## src/rtl/vga_glyph_writer.sv

```systemverilog
// Glyph loader: streams one glyph's 16-bit words into the character RAM,
// writing only while the display opens the write window (vertical blanking).
module vga_glyph_writer #(
   parameter int unsigned WORDS_PER_GLYPH = 48,
   parameter int unsigned ADDR_W          = 10
) (
   input  logic              clk,
   input  logic              reset,
   input  logic              cmd_valid,
   output logic              cmd_ready,
   input  logic [ADDR_W-1:0] cmd_base,
   input  logic              data_valid,
   output logic              data_ready,
   input  logic [15:0]       data_word,
   input  logic              write_window,
   input  logic              abort,
   output logic              bram_we,
   output logic [ADDR_W-1:0] bram_addr,
   output logic [15:0]       bram_d,
   output logic              busy,
   output logic              done,
   output logic              aborted
);

   localparam int unsigned IDX_W  = 6;
   localparam int unsigned DATA_W = 16;
   localparam logic [IDX_W-1:0] LAST_IDX = IDX_W'(WORDS_PER_GLYPH - 1);

   typedef enum logic [1:0] {
      IDLE,
      WRITE,
      DONE
   } state_t;

   state_t              state, state_nxt;
   logic [ADDR_W-1:0]   base_reg, base_nxt;
   logic [IDX_W-1:0]    idx, idx_nxt;
   logic                we_nxt;
   logic [ADDR_W-1:0]   addr_nxt;
   logic [DATA_W-1:0]   d_nxt;
   logic                busy_nxt;
   logic                done_nxt;
   logic                aborted_nxt;
   logic                xfer;

   // State and registered outputs
   always_ff @(posedge clk or posedge reset) begin
      if (reset) begin
         state     <= IDLE;
         base_reg  <= '0;
         idx       <= '0;
         bram_we   <= 1'b0;
         bram_addr <= '0;
         bram_d    <= '0;
         busy      <= 1'b0;
         done      <= 1'b0;
         aborted   <= 1'b0;
      end else begin
         state     <= state_nxt;
         base_reg  <= base_nxt;
         idx       <= idx_nxt;
         bram_we   <= we_nxt;
         bram_addr <= addr_nxt;
         bram_d    <= d_nxt;
         busy      <= busy_nxt;
         done      <= done_nxt;
         aborted   <= aborted_nxt;
      end
   end

   // Next-state, handshakes and next values of the registered outputs
   always_comb begin
      state_nxt   = state;
      base_nxt    = base_reg;
      idx_nxt     = idx;
      we_nxt      = 1'b0;
      addr_nxt    = bram_addr;
      d_nxt       = bram_d;
      done_nxt    = 1'b0;
      aborted_nxt = 1'b0;
      cmd_ready   = (state == IDLE);
      data_ready  = (state == WRITE) && write_window && !abort;
      xfer        = data_valid && data_ready;

      case (state)
         IDLE: begin
            if (cmd_valid) begin
               base_nxt  = cmd_base;
               idx_nxt   = '0;
               state_nxt = WRITE;
            end
         end
         WRITE: begin
            if (abort) begin
               state_nxt   = IDLE;
               aborted_nxt = 1'b1;
            end else if (xfer) begin
               we_nxt   = 1'b1;
               // Address wraps naturally at the RAM size
               addr_nxt = base_reg + ADDR_W'(idx);
               d_nxt    = data_word;
               idx_nxt  = idx + IDX_W'(1);
               if (idx == LAST_IDX) begin
                  state_nxt = DONE;
                  done_nxt  = 1'b1;
               end
            end
         end
         DONE:    state_nxt = IDLE;
         default: state_nxt = IDLE;
      endcase

      busy_nxt = (state_nxt != IDLE);
   end

endmodule

```

## config.mk

```make
export PLATFORM = sky130hd
export DESIGN_NAME = vga_glyph_writer
export DESIGN_NICKNAME = d
export VERILOG_FILES = /design/src/rtl/vga_glyph_writer.sv
export SDC_FILE = /design/constraint.sdc
export NUM_CORES = 1
export LEC_CHECK = 0
export ABC_AREA = 1
export ABC_CLOCK_PERIOD_IN_PS = 2000
export BUFFER_PORTS_ARGS = -buffer_cell sky130_fd_sc_hd__buf_2
export CAP_MARGIN = 5
export CORE_MARGIN = 8
export CORE_UTILIZATION = 51
export CTS_CLUSTER_DIAMETER = 30
export DETAILED_ROUTE_END_ITERATION = 10
export PLACE_DENSITY = 0.78
export SYNTH_ARGS = -nofsm -noshare
export SYNTH_HDL_FRONTEND = slang
export SYNTH_SLANG_ARGS = --single-unit
```

## constraint.sdc

```tcl
create_clock -name clk -period 2 [get_ports clk]
set_input_delay 0.1 -clock clk [delete_from_list [all_inputs] [get_ports clk]]
set_output_delay 0.1 -clock clk [all_outputs]
set_load 0.02 [all_outputs]
```

Word-level counts from Yosys, hierarchy flattened
Index checks and enable logic that the tools add are counted.

storage, ports and cells
  register bits after elaboration = 48
  input bits = 32

cells by class
  add/sub/neg operators = 2
  equality and inequality tests = 5
  muxes and demuxes = 18
  bitwise gates (word level) = 1
  reduce and logical (&&, ||, !) cells = 10

operator list
  cell                                           count
  two-way mux 6 bit                              3
  case mux 6 bit (2 select lines)                1
  adder 10 x 6 -> 10 bit                         1
  two-way mux 1 bit                              9
  two-way mux 2 bit                              4
  adder 6 x 1 -> 6 bit, second input constant    1
  == test 6 bit, second input constant           1
  != test 2 bit, second input constant           3
  case mux 2 bit (2 select lines)                1
  AND reduction 4 bit                            1
  nonzero test 2 bit                             2
  logical AND 1 bit                              3
  AND reduction 3 bit                            1
  == test 2 x 1 -> 1 bit, second input constant  1
  logical NOT 2 bit                              1
  AND reduction 2 bit                            1
  logical NOT 1 bit                              1
  inverter 1 bit                                 1

Logic depth before layout (Yosys ltp)
  depth in word-level cells = 8
  gate-level depth with buffers = 10
  mapped depth without buffers = 10

Worst setup path before layout
No wires, ideal clock.

  kind = register to register
  from = register idx[0]
  to = register bram_addr[8]
  library setup time = 0.117 ns
  arrival time = 1.618 ns
  path slack = 0.265 ns
  stages on the path, launching flop included = 10
  cells stage by stage = dfrtp_1 > ha_1 > inv_1 > fa_1 > o21ai_0 > nand2_1 > nand2_1 > nand2_1 > nand3_1 > nand2_1

between the ends
  longest elaborated chain between the ends = 1

ends and longest elaborated chain
  item                      line  source
  start: declaration        37    logic [IDX_W-1:0] idx, idx_nxt;
  start signal: assignment  61    idx <= idx_nxt;
  adder 10 x 6 -> 10 bit    100   addr_nxt = base_reg + ADDR_W'(idx);
  end signal: assignment    63    bram_addr <= addr_nxt;
  end: declaration          18    output logic [ADDR_W-1:0] bram_addr,

Every way passes these cells.
A chain may end at the register's enable or synchronous reset.

Worst setup path in the final report
Same ends and word-level chain as after synthesis.

==> out/results.tsv <==
stage	metric	value	unit
layout	largest_reg_flops	16	
global_route	grt.total_usage	0.170	
layout	syn_to_final_growth	28.1	%
setup_path	worstPathCellList	ha_1, inv_1, fa_1, o21ai_2, nand2_1, nand2_1, nand2_1, nand3_1, nand2_1	
cts	numCtsBuffers	5	
cts	cts.htree.levels	2	
setup_path	cp.depth	9	
placement	portBuffers	63	
setup_path	crit_type	reg -> reg	
placement	dp_hpwl	3.96	mm
sta	tightest_slew	0.636	ns
detailed_routing	drc_errors	0	
cts	clkSinkCount	48	
cts	cts_tree	built	
sta	finalCritPeriodShare	0.896	
setup_path	crit_top_cell	nand2_1	
setup_path	r2r_setup_slack	0.21	ns
power_and_ir_drop	peakVddDrop	515	uV
placement	gp_congestion	0.850	
setup_path	r2r_cells	9	
floorplanning	fp.coreArea	0.00432	mm^2
power_and_ir_drop	cell_internal_pwr	0.00187	W
logic_synthesis	ys_seq_area_frac	0.532	
detailed_routing	dr.pass1.iters	4	
placement	pre_cts_slack	0.0638	ns
sta	maxSlewViolCount	0	
global_route	grt_pass1_vias	2025	
global_route	grt_max_degree	32	
cts	root_buffer	clkbuf_8	
logic_synthesis	synth_nets	303	
floorplanning	io_pins	64	
setup_path	endpoint_kind	flop	
layout	nets	387	
power_and_ir_drop	finalPower	0.00302	W
detailed_routing	num_vias	1975	
layout	n_fill_cell	354	
floorplanning	die_h	82.5	um
placement	placed_area	0.00263	mm^2
floorplanning	row_count	24	
floorplanning	die_area	0.00681	mm^2
layout	antennaDiodeCount	0	
setup_path	cp_top_family	adder cells	
layout	ff_latch_area	0.00120	mm^2
global_route	grt_overflow	0	
power_and_ir_drop	p_seq_frac	0.453	
cts	cts_buffer_depth	2	
floorplanning	initial_utilization	0.522	
sta	slew_headroom	0.575	
worst_hold_path	min_path_type	in -> reg	
setup_path	slowest_delay	0.42	ns
global_route	antenna_found_initial	0	
setup_path	required	2.20	ns
logic_synthesis	syn_area	0.00226	mm^2
setup_path	critPathLaunchType	flop	
setup_path	critPathArrivalTime	1.99	ns
layout	design_area	0.00289	mm^2
cts	clk_pin_slew	0.09	ns
logic_synthesis	synth_top_area_cell	dfrtp_1	
logic_synthesis	ys_warn_count	0	
detailed_routing	wirelength	5.40	mm
logic_synthesis	syn_inst	263	
layout	multi_input_area	951	um^2
sta	skew	0.0124	ns
detailed_routing	viasPerCell	4.94	
detailed_routing	dr.first_iter.drc_count	91	
worst_hold_path	min_path_cells	2	
sta	tns	0	ns
sta	period_needed	1.79	ns
power_and_ir_drop	p_sw_frac	0.382	
sta	max_freq	558	MHz
layout	drive_above_1_share	0.259	
sta	rsz0062_at_grt	false	
detailed_routing	postRouteAntennaNets	0	
cts	worstSkewPairLatency	0.31	ns
logic_synthesis	yosysUniqueCellTypes	28	
power_and_ir_drop	clkPwrFrac	0.191	
sta	fin_ws	0.207	ns
run_status	outcome	finished clean	
logic_synthesis	postSynthAreaPerCell	8.59	um^2
power_and_ir_drop	p_leak	1.62	nW
power_and_ir_drop	p_switching	0.00115	W
run	maxCapViolCount	0	
setup_path	critPathMaxFanout	5	
setup_path	crit_slowest_cell	dfrtp_1	
setup_path	cp_num_buf_inv	1	
floorplanning	fp.dieW	82.5	um
logic_synthesis	ys_seq_elements	48	
power_and_ir_drop	combPwrFrac	0.355	
global_route	grt_pass1_wl	8.83	mm
detailed_routing	post_drt_wl_per_cell	13.5	um
logic_synthesis	synth_top_area_share	0.532	
cts	postCtsSetupBuffers	0	
sta	setup_viol	0	
power_and_ir_drop	p_per_area	1040	mW/mm^2
logic_synthesis	synth_area_leaders	dfrtp_1 53%, nand2_1 17%, ha_1 3.9%	
sta	finalHoldViolations	0	
-- cell usage after synthesis (all sizes together) --
cell	instances
a21oi	10
clkbuf	2
nand4	1
xnor2	1
nand2	108
fa	1
ha	7
inv	21
mux2	5
or3	1
nand3b	1
nor3b	1
nor2	19
nor3	2
a21boi	1
xor2	3
o21ai	11
dfrtp	48
nand3	16
buf	4
-- metrics by stage --
| stage | hold slack, ns | instances | util |
|---|---|---|---|
| after floorplan | 0.199 | 263 | - |
| after global placement | 0.217 | 375 | 0.608 |
| after CTS | 0.0110 | 400 | 0.668 |
| final | 0.0225 | 400 | 0.669 |
| after global routing | 0.0187 | 400 | 0.669 |
| after detailed placement | 0.227 | 375 | 0.608 |
-- power groups by stage --
stage / logic [W] / clock network [W] / registers, W
detailed placement: 0.00106 / 0 / 0.00139
global placement: 0.00104 / 0 / 0.00137
finish: 0.00107 / 0.000578 / 0.00137
floorplan: 0.000469 / 0 / 0.00160
global route: 0.00119 / 0.000638 / 0.00141
CTS: 0.00108 / 0.000606 / 0.00137
-- logic make-up after synthesis --
kind of cell | Yosys count | share of synthesized area
AOI/OAI and AO/OA | 22 | 0.0565
xor gates and xnor gates | 4 | 0.0155
adders and majority gates | 8 | 0.0476
buffers and inverters | 27 | 0.0488
DFF | 48 | 0.532
muxes | 5 | 0.0249
and+or+nand+nor | 149 | 0.275
-- cell type report --
cell class	instances	share of cell area
Sequential cell	48	0.415
Inverter	21	0.0272
Tap cell	52	0.0225
Multi-Input combinational cell	188	0.329
Timing Repair Buffer	83	0.176
Clock buffer	5	0.0238
Clock inverter	3	0.00735
-- layer usage --
layer	global-route usage	vias up	part of all wire
met4	0.0638	0	0.014
met1	0.189	922	0.41
met2	0.294	49	0.50
met5	0	-	0
met3	0.0574	7	0.075
li1	-	997	-
-- worst paths after layout --
| path | start | endpoint |
|---|---|---|
| worst max-delay path | idx[0]$_DFFE_PP0P_ | bram_addr[8]$_DFFE_PP0P_ |
| worst min-delay path | cmd_base[3] | base_reg[3]$_DFFE_PP0P_ |
| worst max register to register | idx[0]$_DFFE_PP0P_ | bram_addr[8]$_DFFE_PP0P_ |
| worst min register to register | bram_addr[3]$_DFFE_PP0P_ | bram_addr[3]$_DFFE_PP0P_ |
| max in group asynchronous | reset | bram_addr[2]$_DFFE_PP0P_ |
| min in group asynchronous | reset | bram_d[1]$_DFFE_PP0P_ |
-- repair_timing --
action,4_1_cts,5_1_grt
hold buffers,17,0
hold endpoints to repair,45,0
resized for setup,0,2
setup endpoints to repair,0,3
-- placed cells by master, fill, tap and decap left out, types with 2 or more instances in the layout --
master         netlist  layout
clkbuf_8             0       5
inv_1               19      18
dlygate4sd3_1        0      17
inv_2                2       3
ha_1                 7       7
nand2_2              2       2
mux2_2               5       5
nand3_1             16      16
buf_2                1      63
dfrtp_1             48      48
a21oi_1             10      10
nand2_1            105     105
xor2_1               3       3
buf_4                2       3
nor2_1              18      18
o21ai_0             10       9
o21ai_2              1       2
No activity file was read; power rests on OpenSTA's default activity.
